<file path="config.mk">
export PLATFORM = sky130hd
export DESIGN_NAME = fetch_stage_flat
export DESIGN_NICKNAME = d
export VERILOG_FILES = /design/src/rtl/fetch_stage_if.sv /design/src/rtl/fetch_stage.sv /design/src/flat_wrapper.sv
export SDC_FILE = /design/constraint.sdc
export NUM_CORES = 1
export LEC_CHECK = 0
export ABC_CLOCK_PERIOD_IN_PS = 3800
export CAP_MARGIN = 5
export CORE_MARGIN = 2
export CORE_UTILIZATION = 46
export DETAILED_ROUTE_END_ITERATION = 12
export GPL_TIMING_DRIVEN = 0
export PLACE_DENSITY = 0.78
export REMOVE_ABC_BUFFERS = 1
export SYNTH_ARGS = -nofsm -noshare
export SYNTH_HDL_FRONTEND = slang
export SYNTH_SLANG_ARGS = --single-unit
</file>
<file path="constraint.sdc">
create_clock -name clk -period 3.8 [get_ports clk]
set_input_delay 0.38 -clock clk [delete_from_list [all_inputs] [get_ports clk]]
set_output_delay 0.38 -clock clk [all_outputs]
set_load 0.05 [all_outputs]
</file>
<file path="src/rtl/fetch_stage_if.sv">
// Fetch-stage bundle: instruction-memory request/response channel plus the
// decode-side IF/ID outputs and the control inputs coming back from decode/execute.
interface fetch_stage_if;
  logic        imem_req;
  logic [31:0] imem_addr;
  logic        imem_ready;
  logic        imem_rvalid;
  logic [31:0] imem_rdata;
  logic        StallD;
  logic        FlushD;
  logic        PCSrcE;
  logic [31:0] PCTargetE;
  logic [31:0] InstrD;
  logic [31:0] PCD;
  logic [31:0] PCPlus4D;
  logic        ValidD;

  modport master (
    output imem_req, imem_addr,
    input  imem_ready, imem_rvalid, imem_rdata,
    input  StallD, FlushD, PCSrcE, PCTargetE,
    output InstrD, PCD, PCPlus4D, ValidD
  );

  modport slave (
    input  imem_req, imem_addr,
    output imem_ready, imem_rvalid, imem_rdata,
    output StallD, FlushD, PCSrcE, PCTargetE,
    input  InstrD, PCD, PCPlus4D, ValidD
  );
endinterface

</file>
<file path="src/rtl/fetch_stage.sv">
// Instruction fetch: owns the PC, keeps one request outstanding to a
// variable-latency memory, and feeds decode through a skid buffer and IF/ID.
module fetch_stage #(
  parameter logic [31:0] RESET_PC = 32'h0000_0000
) (
  input logic           clk,
  input logic           rst,
  fetch_stage_if.master f
);
  typedef enum logic [1:0] {IDLE, WAIT, DROP} state_t;

  function automatic logic [31:0] pc_inc(input logic [31:0] pc);
    return pc + 32'd4;
  endfunction

  state_t      state;
  logic [31:0] pc_p0;
  logic [31:0] req_pc_p0;
  logic        skid_vld_p0;
  logic [31:0] skid_instr_p0;
  logic [31:0] skid_pc_p0;
  logic [31:0] instr_p1;
  logic [31:0] pc_p1;
  logic [31:0] pc4_p1;
  logic        vld_p1;

  logic if_free;
  logic accept;
  logic rsp_live;

  // IF/ID can take something when empty or when decode consumes it this cycle.
  assign if_free     = !vld_p1 || !f.StallD;
  assign f.imem_req  = (state == IDLE) && !skid_vld_p0 && if_free && !f.PCSrcE && !rst;
  assign f.imem_addr = pc_p0;
  assign accept      = f.imem_req && f.imem_ready;
  assign rsp_live    = (state == WAIT) && f.imem_rvalid;

  assign f.InstrD   = instr_p1;
  assign f.PCD      = pc_p1;
  assign f.PCPlus4D = pc4_p1;
  assign f.ValidD   = vld_p1;

  always_ff @(posedge clk) begin
    if (rst) begin
      state       <= IDLE;
      pc_p0       <= RESET_PC;
      skid_vld_p0 <= 1'b0;
      vld_p1      <= 1'b0;
      instr_p1    <= '0;
      pc_p1       <= '0;
      pc4_p1      <= '0;
    end else if (f.PCSrcE) begin
      // Redirect: everything younger than the branch is dead, including an
      // in-flight response, which is dropped when it eventually returns.
      pc_p0       <= f.PCTargetE;
      vld_p1      <= 1'b0;
      skid_vld_p0 <= 1'b0;
      case (state)
        WAIT:    state <= f.imem_rvalid ? IDLE : DROP;
        DROP:    if (f.imem_rvalid) state <= IDLE;
        default: state <= IDLE;
      endcase
    end else begin
      // ---- fetch stage (p0): request issue and response return ----
      case (state)
        IDLE: if (accept) begin
          req_pc_p0 <= pc_p0;
          pc_p0     <= pc_inc(pc_p0);
          state     <= WAIT;
        end
        WAIT, DROP: if (f.imem_rvalid) state <= IDLE;
        default: state <= IDLE;
      endcase

      // ---- IF/ID register (p1) ----
      // A flush kills only the current entry; a response landing the same
      // cycle is parked in the skid so the sequential stream is not lost.
      if (f.FlushD) begin
        vld_p1 <= 1'b0;
        if (rsp_live) begin
          skid_vld_p0   <= 1'b1;
          skid_instr_p0 <= f.imem_rdata;
          skid_pc_p0    <= req_pc_p0;
        end
      end else if (if_free) begin
        if (skid_vld_p0) begin
          vld_p1      <= 1'b1;
          instr_p1    <= skid_instr_p0;
          pc_p1       <= skid_pc_p0;
          pc4_p1      <= pc_inc(skid_pc_p0);
          skid_vld_p0 <= 1'b0;
        end else if (rsp_live) begin
          vld_p1   <= 1'b1;
          instr_p1 <= f.imem_rdata;
          pc_p1    <= req_pc_p0;
          pc4_p1   <= pc_inc(req_pc_p0);
        end else begin
          vld_p1 <= 1'b0;
        end
      end else if (rsp_live) begin
        skid_vld_p0   <= 1'b1;
        skid_instr_p0 <= f.imem_rdata;
        skid_pc_p0    <= req_pc_p0;
      end
    end
  end
endmodule

</file>
<file path="src/flat_wrapper.sv">
// flat-port wrapper written by rule: the top's interface ports become plain ports
module fetch_stage_flat 
#(
  parameter logic [31:0] RESET_PC = 32'h0000_0000
)
  (clk, rst, f_imem_req, f_imem_addr, f_imem_ready, f_imem_rvalid, f_imem_rdata, f_StallD, f_FlushD, f_PCSrcE, f_PCTargetE, f_InstrD, f_PCD, f_PCPlus4D, f_ValidD);
  fetch_stage_if f_i ();
  input logic clk;
  input logic rst;
  output wire logic [$bits(f_i.imem_req)-1:0] f_imem_req;
  output wire logic [$bits(f_i.imem_addr)-1:0] f_imem_addr;
  input wire logic [$bits(f_i.imem_ready)-1:0] f_imem_ready;
  input wire logic [$bits(f_i.imem_rvalid)-1:0] f_imem_rvalid;
  input wire logic [$bits(f_i.imem_rdata)-1:0] f_imem_rdata;
  input wire logic [$bits(f_i.StallD)-1:0] f_StallD;
  input wire logic [$bits(f_i.FlushD)-1:0] f_FlushD;
  input wire logic [$bits(f_i.PCSrcE)-1:0] f_PCSrcE;
  input wire logic [$bits(f_i.PCTargetE)-1:0] f_PCTargetE;
  output wire logic [$bits(f_i.InstrD)-1:0] f_InstrD;
  output wire logic [$bits(f_i.PCD)-1:0] f_PCD;
  output wire logic [$bits(f_i.PCPlus4D)-1:0] f_PCPlus4D;
  output wire logic [$bits(f_i.ValidD)-1:0] f_ValidD;
  assign f_imem_req = f_i.imem_req;
  assign f_imem_addr = f_i.imem_addr;
  assign f_i.imem_ready = f_imem_ready;
  assign f_i.imem_rvalid = f_imem_rvalid;
  assign f_i.imem_rdata = f_imem_rdata;
  assign f_i.StallD = f_StallD;
  assign f_i.FlushD = f_FlushD;
  assign f_i.PCSrcE = f_PCSrcE;
  assign f_i.PCTargetE = f_PCTargetE;
  assign f_InstrD = f_i.InstrD;
  assign f_PCD = f_i.PCD;
  assign f_PCPlus4D = f_i.PCPlus4D;
  assign f_ValidD = f_i.ValidD;
  fetch_stage #(.RESET_PC(RESET_PC)) u_core (.clk(clk), .rst(rst), .f(f_i));
endmodule
</file>
* Yosys cells after proc, flatten, opt, wreduce, memory -nomap -nowiden
Index checks and enable logic that the tools add are counted.
** Storage, ports and cells
- Bits in registers :: 228
- Input port bits :: 71
- Output and inout bits :: 130
- Word-level logic and storage cells :: 69
** Operators by class
- $add $sub $neg :: 3
- Equal/unequal tests :: 4
- Muxes and demuxes :: 26
- Bitwise operators :: 3
- Reductions and logical operators :: 23
** Operators by type and width (count)
- $mux W32 :: 15
- $add A32 B3 Y32 const B :: 3
- $mux W2 :: 4
- $pmux W2 S2 :: 2
- $reduce_and A4 Y1 :: 2
- $logic_and A1 B1 Y1 :: 6
- $reduce_bool A2 Y1 :: 3
- $logic_not A1 Y1 :: 5
- $mux W1 :: 5
- $reduce_or A2 Y1 :: 2
- $ne A3 B2 Y1 const B :: 1
- $not A1 Y1 :: 3
- $reduce_and A3 Y1 :: 1
- $reduce_or A3 Y1 :: 1
- $eq A2 B1 Y1 const B :: 1
- $eq A2 B2 Y1 const B :: 1
- $logic_not A2 Y1 :: 1
- $ne A2 B2 Y1 const B :: 1
- $reduce_and A2 Y1 :: 1
- $logic_or A1 B1 Y1 :: 1

* Logic depth before layout (Yosys ltp)
Gate-level depths: netlist of the first run.
- Word-level depth :: 9
- Depth in mapped cells :: 13
- Depth with buffers taken out :: 8

* Worst setup path before layout of the first run
No wires, ideal clock.
- Path type :: register to register
- Start point :: reg u_core.vld_p1 (netlist: u_core.f.ValidD)
- End point :: reg u_core.skid_instr_p0[0] (enable)
- Setup time :: 488 ps
- Arrival :: 3613 ps
- Required time :: 3312 ps
- Path slack :: -301 ps
- Cell stages (with the launch flop) :: 4
- Buffers on the path :: 0
- Period minus slack after synthesis :: 4101 ps
- Cells stage by stage :: dfxtp_1 > a21o_1 > nand2_1 > nor2_1
** On the way
- Longest elaborated chain between the ends :: 4
** RTL lines
- from (decl) :: line fetch_stage.sv:25 : logic vld_p1;
- from (signal assigned) :: line fetch_stage.sv:48 : vld_p1 <= 1'b0;
- from (signal assigned) :: line fetch_stage.sv:56 : vld_p1 <= 1'b0;
- from (signal assigned) :: line fetch_stage.sv:79 : vld_p1 <= 1'b0;
- $logic_not A1 Y1 :: line fetch_stage.sv:32 : assign if_free = !vld_p1 || !f.StallD;
- $logic_or A1 B1 Y1 :: line fetch_stage.sv:32
- $ne A2 B2 Y1 (no source line)
- $reduce_and A3 Y1 (no source line)
- to (signal assigned) :: line fetch_stage.sv:82 : skid_instr_p0 <= f.imem_rdata;
- to (signal assigned) :: line fetch_stage.sv:102 : skid_instr_p0 <= f.imem_rdata;
- to (decl) :: line fetch_stage.sv:20 : logic [31:0] skid_instr_p0;
No other way between the ends.
A chain may end at the register's enable or synchronous reset.

* Worst setup path in the final report of the first run
- Start point :: reg u_core.state[1]
- End point :: reg u_core.pc_p0[22] (netlist: u_core.f.imem_addr[22])
** On the way
- Longest elaborated chain between the ends :: 8
- Elaborated cells between the ends (all ways) :: 9
- Those cells by class :: reduce/logical (9)
** RTL lines
- from (decl) :: line fetch_stage.sv:16 : state_t state;
- from (signal assigned) :: line fetch_stage.sv:59 : WAIT: state <= f.imem_rvalid ? IDLE : DROP;
- $logic_not A2 Y1 (*) :: line fetch_stage.sv:33, fetch_stage.sv:65
- $logic_and A1 B1 Y1 (4 in series) :: line fetch_stage.sv:33 : assign f.imem_req = (state == IDLE) && !skid_vld_p0 && if_free && !f.PCSrcE && !rst;
- $logic_and A1 B1 Y1 :: line fetch_stage.sv:35 : assign accept = f.imem_req && f.imem_ready;
- $reduce_bool A2 Y1 (no source line)
- $reduce_and A2 Y1 (no source line) (*)
- to (signal assigned) :: line fetch_stage.sv:55 : pc_p0 <= f.PCTargetE;
- to (signal assigned) :: line fetch_stage.sv:68 : pc_p0 <= pc_inc(pc_p0);
- to (decl) :: line fetch_stage.sv:17 : logic [31:0] pc_p0;
Every way passes the cells marked *; elsewhere a longest branch is shown, timed or not.

==> results.md, run 1 <==
* WL/cell at 17.8 microns
* Critical Path Start: u_core.state[1]$_SDFFE_PP0P_
* DR DRC count at 0
* Clock Latency Late Sink at 0.52 ns
* Placed Cells at 1355
* Final worst-path cycle share at 88.1%
* RePlAce Congestion at 0.810
* First-iteration detailed-routing DRC count at 488
* Vias in the first global route at 7636
* Die Span Y at 150 microns
* Clk sinks at 226
* Most frequent cells in the layout: clkdlybuf4s50_1 (198), dfxtp_1 (129), nor2_1 (103)
* Period minus WS final at 3.35 ns
* PwrDens at 406 mW/mm^2
* Synth Area in Compound Gates at 13.9%
* Place WS at 0.250 ns
* Final Net Count at 1184
* Post-synth EDFFs at 96
* Global route overflow at 0
* CP max FO at 39
* Worst EP required at 4.24 ns
* Min-delay src: rst
* Hold Fails Final Rpt at 0
* Largest net degree at the start of global routing at 79
* Top cells by area, synth: edfxtp_1 (30%), dfxtp_1 (27%), mux2i_1 (6.0%)
* Max stage delay on crit path at 0.65 ns
* Drt pass-1 iters at 5
* Avg Cell Area, Syn at 10.5 sq um
* Post-synthesis async set-or-reset flop share at 0%
* Buf+Inv Stages, Crit Path at 3
* Cell Chain, Critical Path: inv_1, ha_1, and2b_2, nand4_1, inv_2, buf_12, nor2_1, o21ai_0, a31oi_1
* FP Rows at 53
* Htree depth at 1
* Area Overhead vs Synth at 31.6%
* Outcome: completed
* IO buf count at 200
* Leading area contributor after synthesis: edfxtp_1
* Final HPWL DP at 16.9 mm
* Fmax achieved at 299 MHz
* Leakage at 4.05 nW
* Cell area after synthesis at 0.00975 sq mm
* TNS Setup at 0 ns
* Worst Skew at 0.0123 ns
* Ys flop type: dfxtp_1
* Synth Area in Adders at 0.770%
* Warnings, synthesis at 0
* Inserted Diodes at 0
* Final Worst Setup Slack at 0.453 ns
* Post-synthesis sequential area ratio at 56.2%
* Initial antenna violation count at 0
* Most common cell after layout, fill and taps aside: clkdlybuf4s50_1
* Routed Antenna Nets at 0
* Yosys reg bits at 226
* Fin. max-slew vios at 0
* Via count at 8004
* Mapped Cells at 925
* Crit path kind: reg2reg
* Starting Density at 46.7%
* CTS tree: yes
* Fin cells at 1400
* Main combinational cell family by area after synthesis: simple AND/OR/NAND/NOR gates
* Total routed wirelength at 24.9 mm
* Total chip power at 0.00521 W
* Library cells used by synthesis at 65
* Max-Cap Viols at 0
* Worst setup EP type: flop
* Slowest stage cell, crit path: nand4_1
* # setup viols final at 0
* RSZ-0062 raised after global routing: no
* Worst vdd ir at 286 uV
* Hold WS at 0.307 ns
* Die X-Extent at 150 microns
* Mux contribution to synthesized area at 6.99%
* Cell family with most CP delay: simple AND/OR/NAND/NOR gates
* Slew margin rel. at 20.7%
* Worst min path class: in2reg
* Simple-gate share of the synthesized area at 17.3%
* Share of layout cells above drive strength 1 at 6.22%
* Die area at 0.0224 sq mm
* Post-DR vias/cell at 5.72
* Synth Area in XOR/XNOR at 1.62%
* Clock transition at path regs at 0.06 ns
* Worst slew pin tran at 1.18 ns
* Deepest clock path buffer count at 3
* First-pass GRT wire length at 39.0 mm
* Core Region at 0.0209 sq mm
* Post-synth top area share at 29.6%
* Root Driver: clkbuf_16
* Total GRT Usage at 21.5%
* Worst setup SP type: flop
* Critical path arrival at 3.79 ns
* IO Pins at 201
* Cts bufs inserted at 24
* R2R Path Start: u_core.state[1]$_SDFFE_PP0P_
metal layers:
layer | routed length, microns | global-route usage, %
met4 | 382 | 5.38
met1 | 11000 | 29.0
met2 | 11800 | 36.2
met3 | 1790 | 3.45
met5 | 0 | 0
cell families (layout without fill, tap and decap cells):
logic type	after synthesis	after routing
fa+ha+maj	6	6
compound gates	194	194
buf+inv	75	275
mux	67	67
simple gates	339	339
xor+xnor	18	18
flops	226	226
stage by stage:
| step | utilization (%) | instance area (sq um) |
|---|---|---|
| final | 61.5 | 12800 |
| after global routing | 61.5 | 12800 |
| after CTS | 61.4 | 12800 |
| after detailed placement | 57.8 | 12100 |
| after global placement | 56.7 | 11800 |
| after floorplan | - | 9500 |
layout make-up:
class                      count  area [sq um]
clock buffer                  40           722
clock inverter                 4          16.3
timing repair buffer         217          2240
inverter                      14          52.6
tap                          275           344
multi-input combinational    624          3970
fill                        1728          8050
sequential                   226          5490
flip-flops by register name, indices dropped and copies added, names as in the netlist:
name and flops:
u_core.f.InstrD 32, u_core.f.imem_addr 32, u_core.skid_pc_p0 32, u_core.skid_vld_p0 1, u_core.f.ValidD 1, u_core.skid_instr_p0 32, u_core.state 2, u_core.f.PCPlus4D 32
u_core.req_pc_p0 32, u_core.f.PCD 30
power by group:
part / switching (W) / internal [W]
clock: 0.000922 / 0.00129
combinational: 0.000227 / 0.000160
sequential: 0.0000521 / 0.00257
total: 0.00120 / 0.00401
synth_stat cells (all sizes together), types with 7 or more instances:
| cell | count |
|---|---|
| a21oi | 35 |
| dfxtp | 130 |
| mux2 | 9 |
| o21ai | 20 |
| clkbuf | 40 |
| nor3 | 22 |
| nor4 | 9 |
| nand3 | 46 |
| nand3b | 13 |
| buf | 21 |
| o211ai | 8 |
| and3 | 9 |
| and2 | 7 |
| edfxtp | 96 |
| xnor2 | 12 |
| o311ai | 9 |
| a211oi | 67 |
| nand2 | 65 |
| nand4 | 31 |
| a22oi | 10 |
| inv | 13 |
| or3 | 12 |
| a31oi | 10 |
| nor2 | 104 |
| mux2i | 58 |
timing repair:
| action | CTS | global route |
|---|---|---|
| endpoints found under the setup margin | 0 | 8 |
| hold buffers | 0 | 0 |
| resized for setup | 0 | 0 |
| buffers inserted | 0 | 1 |
path summary, 6_finish.rpt:
path / endpoint / slack (ns) / cells after the start
setup / recovery: u_core.f.imem_addr[22]$_SDFFE_PP0P_ / 0.45 / 9
hold / removal: u_core.f.imem_addr[1]$_SDFFE_PP0P_ / 0.31 / 2
setup reg to reg: u_core.f.imem_addr[22]$_SDFFE_PP0P_ / 0.45 / 9
hold reg to reg: u_core.skid_pc_p0[1]$_DFFE_PP_ / 0.45 / 0
(Power assumes the default switching activity.)
==> run 2: changes to the inputs <==
--- a/config.mk
+++ b/config.mk
@@ -13,6 +13,7 @@
 export GPL_TIMING_DRIVEN = 0
 export PLACE_DENSITY = 0.78
 export REMOVE_ABC_BUFFERS = 1
+export SLEW_MARGIN = 10
 export SYNTH_ARGS = -nofsm -noshare
 export SYNTH_HDL_FRONTEND = slang
 export SYNTH_SLANG_ARGS = --single-unit
==> constraint.sdc (replaced) <==
create_clock -name clk -period 3.8 [get_ports clk]
set_input_delay 0.76 -clock clk [delete_from_list [all_inputs] [get_ports clk]]
set_output_delay 0.76 -clock clk [all_outputs]
set_load 0.05 [all_outputs]
==> run 2 against run 1 <==
Against the previous run:
- final cell count is the same
- largest power group unchanged
- wire length grew 1.1%
- power grew 3.4%
- die area is the same
- first-iteration DRC count grew 4.1%
- critical path depth shrank 1
- non-clock buffer count is the same
- via count grew 0.35%
- worst setup slack lost 0.13 ns
- clock power grew 8%
- clock-buffer cell count shrank 6
- flip-flop and latch count is the same
==> results.md, run 2 (synthesis gave the netlist of run 1 again) <==
* FP Rows at 53
* CP max FO at 40
* Starting Density at 46.7%
* Most common cell after layout, fill and taps aside: clkdlybuf4s50_1
* Drt pass-1 iters at 5
* Cell Chain, Critical Path: buf_2, nor2_1, nand4_1, inv_2, buf_12, nand3_1, or3_1, a31oi_1
* Area occupied by multi-input gates at 0.00397 sq mm
* Core Region at 0.0209 sq mm
* Final worst-path cycle share at 91.6%
* Buf+Inv Stages, Crit Path at 3
* First-iteration detailed-routing DRC count at 508
* Inserted Diodes at 0
* IO Pins at 201
* Hold Fails Final Rpt at 0
* Worst slew pin tran at 1.20 ns
* Via count at 8032
* PwrDens at 418 mW/mm^2
* Clk sinks at 226
* Worst vdd ir at 303 uV
* IO buf count at 200
* Deepest clock path buffer count at 3
* Worst EP required at 4.23 ns
* Worst setup SP type: input port
* RSZ-0062 raised after global routing: no
* Total chip power at 0.00539 W
* Critical path arrival at 3.91 ns
* Storage cell area at 0.00549 sq mm
* Initial antenna violation count at 0
* Total routed wirelength at 25.2 mm
* Slowest stage cell, crit path: nand4_1
* First-pass GRT wire length at 39.6 mm
* WL/cell at 18.0 microns
* Max stage delay on crit path at 0.82 ns
* Outcome: completed
* Share of layout cells above drive strength 1 at 7.02%
* CTS tree: yes
* Worst min path class: reg2reg
* Max-Cap Viols at 0
* TNS Setup at 0 ns
* Die X-Extent at 150 microns
* Root Driver: clkbuf_16
* Hold bufs inserted after CTS at 0
* # setup viols final at 0
* Total GRT Usage at 21.9%
* Fin area at 0.0129 sq mm
* Cts bufs inserted at 24
* Placed cell area at 0.0121 sq mm
* Most frequent cells in the layout: clkdlybuf4s50_1 (198), dfxtp_1 (129), nor2_1 (103)
* Area Overhead vs Synth at 32.3%
* Vias in the first global route at 7714
* DR DRC count at 0
* Htree depth at 1
* Leakage at 4.10 nW
* RePlAce Congestion at 0.810
* Clock Latency Late Sink at 0.50 ns
* Cell family with most CP delay: simple AND/OR/NAND/NOR gates
* Global route overflow at 0
* Crit path kind: in2reg
* Routed Antenna Nets at 0
* Period minus WS final at 3.48 ns
* Hold WS at 0.453 ns
* Worst Skew at 0.0110 ns
* Clock transition at path regs at 0.06 ns
* Fmax achieved at 287 MHz
* Die area at 0.0224 sq mm
* Slew margin rel. at 20.3%
* Fin. max-slew vios at 0
* Worst setup EP type: flop
* Final Net Count at 1184
* PostCTS Resize Cnt at 0
* Post-DR vias/cell at 5.74
* Final Core Density at 61.8%
* Die Span Y at 150 microns
* Largest net degree at the start of global routing at 79
* Final HPWL DP at 16.9 mm
* Post-CTS Setup Bufs at 0
* Fillcell total at 1758
==> run 2: cell types whose count changed in the layout (fill, tap and decap cells not counted), sizes merged <==
| cell | change |
|---|---|
| bufinv | +2 |
| clkbuf | -6 |
| clkinv | +4 |
==> run 2: per-stage QoR <==
stage,cells,worst slack [ns]
finish,1400,0.320
detailed placement,1355,-0.130
floorplan,864,-7.72
CTS,1399,0.196
global placement,1339,-12.85
global route,1400,0.0185
==> run 2: layout make-up <==
| cell class | count | share of cell area (%) |
|---|---|---|
| clock inverter | 10 | 0.766 |
| timing repair buffer | 217 | 17.3 |
| sequential | 226 | 42.5 |
| clock buffer | 34 | 5.58 |
| multi-input combinational | 624 | 30.8 |
| tap | 275 | 2.67 |
| inverter | 14 | 0.407 |
==> run 2: power breakdown <==
part | switching [W] | leakage [nW] | internal [W] | total [W]
Clock | 0.000931 | 0.411 | 0.00146 | 0.00239
Combinational | 0.000227 | 1.76 | 0.000160 | 0.000387
Sequential | 0.0000534 | 1.93 | 0.00257 | 0.00262
Total | 0.00121 | 4.10 | 0.00418 | 0.00539
==> run 2: worst paths after layout <==
kind                                              end  slack [ns]  depth (start not counted)                              start
hold reg to reg     u_core.f.PCPlus4D[9]$_SDFFE_PP0P_        0.45                          2  u_core.f.PCPlus4D[9]$_SDFFE_PP0P_
setup reg to reg  u_core.f.imem_addr[24]$_SDFFE_PP0P_        0.34                          9       u_core.state[1]$_SDFFE_PP0P_
hold / removal      u_core.f.PCPlus4D[9]$_SDFFE_PP0P_        0.45                          2  u_core.f.PCPlus4D[9]$_SDFFE_PP0P_
setup / recovery  u_core.f.imem_addr[24]$_SDFFE_PP0P_        0.32                          8                           f_PCSrcE
==> run 2: routing by layer <==
layer | routed length (microns) | GRT usage [%] | vias to the layer above | share of wire [%]
met5 | 0 | 0 | - | 0
met3 | 1760 | 3.20 | 34 | 7.0
met2 | 12100 | 37.5 | 312 | 48
met4 | 429 | 5.48 | 0 | 1.7
met1 | 10900 | 29.2 | 3814 | 43
li1 | - | - | 3872 | -
==> run 2: worst min-delay path, cell delays in order, from the launching register on <==
cell	delay (ns)
dfxtp_1	0.31
nand2_1	0.05
a21oi_1	0.05
==> run 3: changes to the inputs <==
--- a/config.mk
+++ b/config.mk
@@ -7,11 +7,13 @@
 export LEC_CHECK = 0
 export ABC_CLOCK_PERIOD_IN_PS = 3800
 export CAP_MARGIN = 5
+export CELL_PAD_IN_SITES_DETAIL_PLACEMENT = 0
+export CELL_PAD_IN_SITES_GLOBAL_PLACEMENT = 2
 export CORE_MARGIN = 2
-export CORE_UTILIZATION = 46
+export CORE_UTILIZATION = 29
 export DETAILED_ROUTE_END_ITERATION = 12
 export GPL_TIMING_DRIVEN = 0
-export PLACE_DENSITY = 0.78
+export PLACE_DENSITY_LB_ADDON = 0.1
 export REMOVE_ABC_BUFFERS = 1
 export SLEW_MARGIN = 10
 export SYNTH_ARGS = -nofsm -noshare
==> run 3 against run 2 <==
Against the previous run:
- register-to-register slack improved by 0.13 ns
- hold slack got worse by 0.0040 ns
- critical endpoint is now u_core.f.PCPlus4D[28]$_SDFFE_PP0P_
- final cell count rose by 13%
- clock skew fell by 0.0036 ns
- sequential power barely moved
- fmax rose by 4.6%
- global-route usage fell by 5.6 points
- power rose by 4.4%
==> results.md, run 3 (synthesis gave the netlist of run 1 again) <==
* Vias in the first global route at 7624
* Die X-Extent at 187 microns
* Global route overflow at 0
* IO buf count at 200
* Reg power frac at 46.5%
* Place WS at -0.469 ns
* CTS tree: yes
* Final HPWL DP at 20.2 mm
* Inserted Diodes at 0
* Net Sw Frac at 23.3%
* RePlAce Congestion at 0.733
* Storage cell area at 0.00549 sq mm
* CP Capture Point: u_core.f.PCPlus4D[28]$_SDFFE_PP0P_
* # setup viols final at 0
* Clk sinks at 226
* Die area at 0.0351 sq mm
* Worst EP required at 4.26 ns
* Most common cell after layout, fill and taps aside: clkdlybuf4s50_1
* Clock transition at path regs at 0.06 ns
* Clk pwr share at 46.4%
* DR DRC count at 0
* Worst min path class: reg2reg
* Logic pwr share at 7.1%
* Share of layout cells above drive strength 1 at 7.30%
* Worst setup EP type: flop
* Area occupied by multi-input gates at 0.00398 sq mm
* Largest net degree at the start of global routing at 66
* First-pass GRT wire length at 45.4 mm
* Critical path arrival at 3.79 ns
* RSZ-0062 raised after global routing: no
* Crit path kind: reg2reg
* Clock Latency Late Sink at 0.53 ns
* Root Driver: clkbuf_16
* R2r endpoint: u_core.f.PCPlus4D[28]$_SDFFE_PP0P_
* Worst Reg-to-Reg Cells at 7
* Outcome: completed
* Psw at 0.00131 W
* Most frequent cells in the layout: clkdlybuf4s50_1 (198), dfxtp_1 (129), nor2_1 (102)
* Worst setup SP type: flop
* Routed Antenna Nets at 0
* Flop2flop setup slack at 0.47 ns
* Hold Fails Final Rpt at 0
* Htree depth at 1
* First-iteration detailed-routing DRC count at 370
* Post-DR vias/cell at 4.94
* Die Span Y at 187 microns
* Worst Skew at 0.00741 ns
* Fillcell total at 3370
* Starting Density at 29.2%
* R2R Path Start: u_core.skid_vld_p0$_SDFF_PN0_
* Worst vdd ir at 327 uV
* CP max FO at 36
* Final Core Density at 39.7%
* TNS Setup at 0 ns
* Slew margin rel. at 15.2%
* Final Worst Setup Slack at 0.471 ns
* Cell-internal power at 0.00432 W
* Final Net Count at 1193
* Deepest clock path buffer count at 3
* Final worst-path cycle share at 87.6%
* Total chip power at 0.00563 W
* Max-Cap Viols at 0
* Core Region at 0.0334 sq mm
* Fin. max-slew vios at 0
* Critical Path Start: u_core.skid_vld_p0$_SDFF_PN0_
* Fmax achieved at 300 MHz
* Period minus WS final at 3.33 ns
* Worst slew pin tran at 1.26 ns
* Drt pass-1 iters at 5
* Hold path cells at 0
* Total routed wirelength at 29.3 mm
* FP Rows at 67
* Initial antenna violation count at 0
* Area Overhead vs Synth at 35.9%
* WL/cell at 18.5 microns
* Via count at 7822
* Leakage at 4.16 nW
* IO Pins at 201
* Cts bufs inserted at 28
* Total GRT Usage at 16.2%
* PwrDens at 425 mW/mm^2
==> run 3: cell count changes in the layout (fill, tap and decap cells not counted), moves of 2 or more <==
cell and change:
buf_4 +4, clkbuf_1 +9, clkbuf_8 -3, buf_6 -2
clkbuf_16 +4
==> run 3: timing repair <==
item                       CTS  global route
gates resized for setup      0             2
setup endpoints to repair    0             9
setup buffers                0             0
hold buffers                 0             0
hold endpoints to repair     0             0
==> run 3: worst min path at each step <==
| stage | start | end | slack, ns |
|---|---|---|---|
| 2_1_floorplan | u_core.req_pc_p0[0]$_DFFE_PP_ | u_core.skid_pc_p0[0]$_DFFE_PP_ | 0.43 |
| 3_3_place_gp | u_core.req_pc_p0[1]$_DFFE_PP_ | u_core.skid_pc_p0[1]$_DFFE_PP_ | 0.44 |
| 3_5_place_dp | u_core.req_pc_p0[1]$_DFFE_PP_ | u_core.skid_pc_p0[1]$_DFFE_PP_ | 0.44 |
| 4_1_cts | u_core.f.PCPlus4D[10]$_SDFFE_PP0P_ | u_core.f.PCPlus4D[10]$_SDFFE_PP0P_ | 0.45 |
| 5_1_grt | u_core.req_pc_p0[1]$_DFFE_PP_ | u_core.skid_pc_p0[1]$_DFFE_PP_ | 0.46 |
| 6_report | u_core.req_pc_p0[0]$_DFFE_PP_ | u_core.skid_pc_p0[0]$_DFFE_PP_ | 0.45 |
==> run 3: metrics by stage <==
stage,std cells,hold WS (ns),cell area (sq um)
after floorplan,864,0.426,9500
after global placement,1512,0.437,12100
after detailed placement,1532,0.438,12300
after CTS,1583,0.452,13200
after global routing,1585,0.460,13300
final,1585,0.449,13300
==> run 3: layout make-up <==
type                       instances  area share (%)
clock inverter                     7           0.642
multi-input combinational        625            30.0
tap                              448            4.23
inverter                          14           0.406
clock buffer                      44            6.14
sequential                       226            41.4
timing repair buffer             221            17.1
==> run 3: metal layers <==
metal / global-route usage [%] / share of wire, % / up-vias
met1: 23.2 / 49 / 3683
met5: 0 / 0 / -
met2: 25.4 / 45 / 209
li1: - / - / 3899
met4: 3.33 / 1.5 / 0
met3: 3.19 / 5.3 / 31
==> run 3: power groups by stage <==
stage / Clock, W / Combinational [W] / Sequential [W]
after floorplan: 0 / 0.000107 / 0.00274
after global placement: 0 / 0.000401 / 0.00267
after detailed placement: 0 / 0.000401 / 0.00267
after CTS: 0.00269 / 0.000403 / 0.00262
after global routing: 0.00281 / 0.000430 / 0.00263
final: 0.00261 / 0.000399 / 0.00262
==> run 3: worst max-delay path, cell delays in order, from the launching register on <==
cell and delay (ns):
dfxtp_4 0.67, mux2_2 0.26, ha_1 0.24, nand4_1 0.11
a22oi_1 0.64, nand4_1 0.68, or3_1 0.55, o211ai_1 0.08
